### src/rtl/rv32i_id_stage.sv
// RV32I decode/issue stage: OP/OP-IMM decode, 32-entry register file, pending-write scoreboard.
// Optional feature: define ID_BYPASS_EN to forward same-cycle writebacks into operand reads.

package rv32i_id_pkg;
    typedef enum logic [2:0] {
        ADD_OP = 3'd0,
        SUB_OP = 3'd1,
        SLL_OP = 3'd2,
        XOR_OP = 3'd3,
        SRL_OP = 3'd4,
        SRA_OP = 3'd5,
        OR_OP  = 3'd6,
        AND_OP = 3'd7
    } alu_op_t;
endpackage

module rv32i_id_stage
    import rv32i_id_pkg::*;
#(
    parameter int unsigned DPW = 32
) (
    input  logic           clk,
    input  logic           arst,
    input  logic           in_valid,
    output logic           in_ready,
    input  logic [31:0]    in_instr,
    input  logic           wb_en,
    input  logic [4:0]     wb_addr,
    input  logic [DPW-1:0] wb_data,
    output logic           out_valid,
    input  logic           out_ready,
    output logic [DPW-1:0] opr_a,
    output logic [DPW-1:0] opr_b,
    output alu_op_t        opcode,
    output logic [4:0]     rd_addr,
    output logic           rd_we,
    output logic           illegal
);

    localparam int unsigned NREG     = 32;
    localparam logic [6:0]  OPC_OP   = 7'b0110011;
    localparam logic [6:0]  OPC_OPI  = 7'b0010011;
`ifdef ID_BYPASS_EN
    localparam bit          BYPASS   = 1'b1;
`else
    localparam bit          BYPASS   = 1'b0;
`endif

    logic [DPW-1:0]  rf [NREG];
    logic [NREG-1:0] pending;

    logic [6:0] opc;
    logic [4:0] rd, rs1, rs2;
    logic [2:0] f3;
    logic [6:0] f7;

    assign opc = in_instr[6:0];
    assign rd  = in_instr[11:7];
    assign f3  = in_instr[14:12];
    assign rs1 = in_instr[19:15];
    assign rs2 = in_instr[24:20];
    assign f7  = in_instr[31:25];

    logic     dec_legal, dec_is_op, dec_we;
    alu_op_t  dec_op;
    logic [DPW-1:0] imm_val;

    // Instruction decode; anything not matched stays illegal with ADD_OP.
    always_comb begin
        dec_legal = 1'b0;
        dec_is_op = 1'b0;
        dec_op    = ADD_OP;
        imm_val   = {{(DPW-12){in_instr[31]}}, in_instr[31:20]};
        if (opc == OPC_OP) begin
            dec_is_op = 1'b1;
            case (f3)
                3'b000: begin
                    dec_legal = (f7 == 7'h00) || (f7 == 7'h20);
                    dec_op    = (f7 == 7'h20) ? SUB_OP : ADD_OP;
                end
                3'b001: begin dec_legal = (f7 == 7'h00); dec_op = SLL_OP; end
                3'b100: begin dec_legal = (f7 == 7'h00); dec_op = XOR_OP; end
                3'b101: begin
                    dec_legal = (f7 == 7'h00) || (f7 == 7'h20);
                    dec_op    = (f7 == 7'h20) ? SRA_OP : SRL_OP;
                end
                3'b110: begin dec_legal = (f7 == 7'h00); dec_op = OR_OP; end
                3'b111: begin dec_legal = (f7 == 7'h00); dec_op = AND_OP; end
                default: dec_legal = 1'b0;
            endcase
        end else if (opc == OPC_OPI) begin
            case (f3)
                3'b000: begin dec_legal = 1'b1; dec_op = ADD_OP; end
                3'b001: begin
                    dec_legal = (f7 == 7'h00);
                    dec_op    = SLL_OP;
                    imm_val   = DPW'(in_instr[24:20]);
                end
                3'b100: begin dec_legal = 1'b1; dec_op = XOR_OP; end
                3'b101: begin
                    dec_legal = (f7 == 7'h00) || (f7 == 7'h20);
                    dec_op    = in_instr[30] ? SRA_OP : SRL_OP;
                    imm_val   = DPW'(in_instr[24:20]);
                end
                3'b110: begin dec_legal = 1'b1; dec_op = OR_OP; end
                3'b111: begin dec_legal = 1'b1; dec_op = AND_OP; end
                default: dec_legal = 1'b0;
            endcase
        end
        dec_we = dec_legal && (rd != 5'd0);
    end

    logic fwd1, fwd2;
    logic [DPW-1:0] rs1_val, rs2_val;
    logic hazard, accept;

    // Register read with optional same-cycle writeback forwarding.
    assign fwd1    = BYPASS && wb_en && (wb_addr == rs1);
    assign fwd2    = BYPASS && wb_en && (wb_addr == rs2);
    assign rs1_val = (rs1 == 5'd0) ? '0 : (fwd1 ? wb_data : rf[rs1]);
    assign rs2_val = (rs2 == 5'd0) ? '0 : (fwd2 ? wb_data : rf[rs2]);

    assign hazard   = dec_legal && ((pending[rs1] && !fwd1) ||
                                    (dec_is_op && pending[rs2] && !fwd2));
    assign in_ready = !arst && (!out_valid || out_ready) && !hazard;
    assign accept   = in_valid && in_ready;

    always_ff @(posedge clk or posedge arst) begin
        if (arst) begin
            for (int i = 0; i < int'(NREG); i++) rf[i] <= '0;
        end else if (wb_en && (wb_addr != 5'd0)) begin
            rf[wb_addr] <= wb_data;
        end
    end

    // Scoreboard: issue-set takes priority over writeback-clear.
    logic [NREG-1:0] sb_set, sb_clr;
    assign sb_set = (accept && dec_we) ? (NREG'(1) << rd) : '0;
    assign sb_clr = wb_en ? (NREG'(1) << wb_addr) : '0;

    always_ff @(posedge clk or posedge arst) begin
        if (arst) pending <= '0;
        else      pending <= (pending & ~sb_clr) | sb_set;
    end

    always_ff @(posedge clk or posedge arst) begin
        if (arst) begin
            out_valid <= 1'b0;
            opr_a     <= '0;
            opr_b     <= '0;
            opcode    <= ADD_OP;
            rd_addr   <= '0;
            rd_we     <= 1'b0;
            illegal   <= 1'b0;
        end else if (accept) begin
            out_valid <= 1'b1;
            opr_a     <= dec_legal ? rs1_val : '0;
            opr_b     <= !dec_legal ? '0 : (dec_is_op ? rs2_val : imm_val);
            opcode    <= dec_legal ? dec_op : ADD_OP;
            rd_addr   <= rd;
            rd_we     <= dec_we;
            illegal   <= !dec_legal;
        end else if (out_ready) begin
            out_valid <= 1'b0;
        end
    end

endmodule

### config.mk
export PLATFORM = sky130hd
export DESIGN_NAME = rv32i_id_stage
export DESIGN_NICKNAME = d
export VERILOG_FILES = /design/src/rtl/rv32i_id_stage.sv
export SDC_FILE = /design/constraint.sdc
export NUM_CORES = 2
export LEC_CHECK = 0
export CORE_MARGIN = 2
export CORE_UTILIZATION = 45
export DETAILED_ROUTE_END_ITERATION = 16
export RECOVER_POWER = 50
export SLEW_MARGIN = 40
export SYNTH_ARGS = -nofsm -noshare
export SYNTH_HDL_FRONTEND = slang
export SYNTH_SLANG_ARGS = --single-unit
### constraint.sdc
create_clock -name clk -period 44 [get_ports clk]
set_input_delay 6.6 -clock clk [delete_from_list [all_inputs] [get_ports clk]]
set_output_delay 6.6 -clock clk [all_outputs]
set_load 0.01 [all_outputs]
==> summary.txt <==
GRT
  • Vias in the first global route: around 39000
  • Met1 Use GR: approximately two fifths
  • GR Util met2: 43.42%
  • Largest net degree at the start of global routing: between 150 and 200
  • GRT busiest layer: met2
  • First-pass GRT wire length: 283200 um
  • GRT met3 Usage: slightly above 6%
  • Gr ovfl total: 0
  • Total GRT Usage: 28.86%
  • Antenna violations before repair: 11

Logic synthesis
  • YS warnings: 0
  • Cell taking the most area after synthesis: dfrtp_1
  • Post-synth EDFFs: 0
  • Syn Nets: slightly above 4000
  • Syn avg cell area: around 15 sq um
  • Asr flop ratio synth: between 90% and 100%
  • Share of the synthesized area in the top cell type: a little under half
  • Leading post-synthesis cells by cell area: dfrtp_1 (48%), mux2_2 (20%), mux4_2 (17%)
  • Sequential share of the synthesized area: 47.92%
  • #FFs+latches synth: approximately 1100
  • Most used flip-flop cell after synthesis: dfrtp_1
  • Netlist cell types: 66
  • Synthesized netlist cell count: between 4000 and 5000
  • Area of the mapped netlist: about 0.059 sq mm

Outcome
  • Failing checks: max-capacitance violations, max-slew violations
  • Run status: finished with violations

CTS
  • Clock sink count: roughly 1100
  • Clk Latency, worst-skew pair: 0.78 ns
  • Post-CTS Setup Inserts: 0
  • Clock root buffer: clkbuf_16
  • Worst-case clock buffer depth: 3
  • H-tree levels: 4
  • Total CTS buffers: 134
  • CTS resizes: 0
  • CTS tree: yes
  • Hold-fix buffers, CTS: 0
  • Clock-pin slew on the worst setup and hold paths: around 0.060 ns

Worst setup path
  • Max Fanout on Critical Path: 112
  • CP startpoint kind: primary input
  • Crit. End Element: asynchronous set/reset pin
  • Crit path DAT: slightly above 20 ns
  • CP required: 44.83 ns
  • WS Path Type: primary input to asynchronous set/reset pin

Final layout
  • Area growth from synthesis to layout: 11.77%
  • Commonest cells after routing, fill and taps aside: dfrtp_1 (1131), mux2_2 (1053), mux4_2 (441)
  • Layout cell share with drive strength beyond 1: between 40% and 50%
  • Commonest non-fill, non-tap cell in the layout: dfrtp_1
  • Final #Nets: between 4000 and 5000

STA
  • Slew @ Worst Pin: about 5.3 ns
  • Final Skew: around 0.031 ns
  • Final max-slew violation count: around 1100
  • RSZ-0062 raised after global routing: no
  • Final hold viol count: 0
  • Worst rel slew slack: -251.9%
  • Min Tclk post-route: around 20 ns
  • Final setup fails: 0
  • Final Cycle Share: a little under half
  • Max Freq: 50.39 MHz
  • Total Neg Setup Slack: 0 ns

Die
  • Std cell rows: around 130
  • Core footprint: 0.1298 sq mm
  • Die height: approximately 370 um
  • Initial Utilization: 45.49%
  • Io pins: 150
  • Die ar.: roughly 0.13 sq mm
  • Die Width: roughly 370 um

Routing
  • DR DRC count: 0
  • Routed via count: between 30000 and 40000
  • Total wire length: just under 200000 um
  • Routed length per instance: about 33 um
  • DR iter-0 viols: approximately 3700
  • Vias/cell: about 6.6
  • ANT nets after route: 0
  • Detailed Routing Iterations Pass 1: 5

Power and ir drop
  • Leakage: ~28 nW
  • PwrDens: approximately 46 mW/mm^2
  • Total Power: ~3 mW
  • Max VDD drop: roughly 0.00004 V

Placement
  • DP Wirelength: ~110000 um
  • PortBufs: ~150
  • Gp weighted congestion: 0.8707

Hold path
  • Worst Hold Class: flip-flop to flip-flop

Flow run
  • Max capacitance violation total: 28
flip-flops by register name, summed over array words and instances, names as in the netlist, 3 cells and up:
signal   flops
opr_b       32
opcode       3
rf        1024
opr_a       32
pending     32
rd_addr      5
critical path, cell delays in order:
cell and delay (ns):
dlygate4sd3_1 0.58, clkinvlp_2 2.87, clkbuf_1 2.18, clkbuf_1 2.79
clkbuf_1 3.47, buf_6 0.70, buf_6 0.57, buf_6 0.59
power breakdown:
part | switching (mW) | internal [mW]
clock | 0.458 | 0.658
sequential | 0.129 | 1.22
combinational | 0.226 | 0.328
Yosys cell counts, types with 4 or more instances:
master and instances:
a221oi_1 30, a22oi_1 78, inv_1 7, o221ai_1 8
buf_4 22, o211ai_1 35, clkbuf_1 294, nor2_1 85
buf_1 65, mux2_2 1053, o2bb2ai_1 26, nand3b_1 10
nor2b_1 10, buf_2 48, nand3_1 23, nand2b_1 10
a211o_1 7, buf_6 10, mux4_2 441, mux2i_1 257
nor3_1 10, o22ai_1 53, nor3b_1 4, dfrtp_1 1131
o2bb2ai_2 10, o21ai_0 83, a21oi_1 68, nand2_1 66
a22o_1 36, a31oi_1 12
metrics by stage:
step	instances	worst slack [ns]	utilization, %	hold WS, ns	instance area (sq um)
global route	5816	21.63	50.85	0.4002	66010
CTS	5812	27.01	51.09	0.3821	66330
floorplan	4040	5.513	-	0.4246	59060
detailed placement	5576	27.01	47.74	0.3674	61980
finish	5816	24.15	50.85	0.3789	66010
global placement	5568	26.78	47.61	0.3627	61800
cells by family (layout without fill, tap and decap cells):
kind of cell,Yosys count,in the layout,synth area share (%)
AO/OA/AOI/OAI,468,468,5.597
XOR/XNOR,1,1,0.01483
AND/OR/NAND/NOR,242,242,2.004
buffers and inverters,447,480,3.210
flip-flops,1131,1131,47.92
multiplexers,1751,1751,41.25
other,0,1,0
per-layer routing:
layer	wire, um	share of wire (%)	vias up
li1	-	-	15412
met1	84330	44	20947
met4	6964	3.6	6
met3	14420	7.5	377
met2	87800	45	1552
met5	41	0.021	-
worst paths after layout:
| check | start | to | slack (ns) | cells past startpoint |
|---|---|---|---|---|
| min reg2reg | rf[1006] | rf[1006] | 0.38 | 0 |
| min | rf[1006] | rf[1006] | 0.38 | 0 |
| max reg2reg | pending[27] | opr_a[0] | 40.52 | 9 |
| max | arst | rf[23] | 24.15 | 8 |
| min in group asynchronous | arst | out_valid | 7.89 | 2 |
| max in group clk | in_instr[16] | in_ready | 26.95 | 10 |
cell type report:
class                   count  area [sq um]
clock inverters            38         432.9
clock buffers             198          3918
multi-input cells        2462         28950
repair buffers            236          2182
fillers                 11118         63810
well taps                1742          2180
inverters                   8         38.79
diodes                      1         2.502
flip-flops and latches   1131         28300
Power figures use the tool's default switching activity.
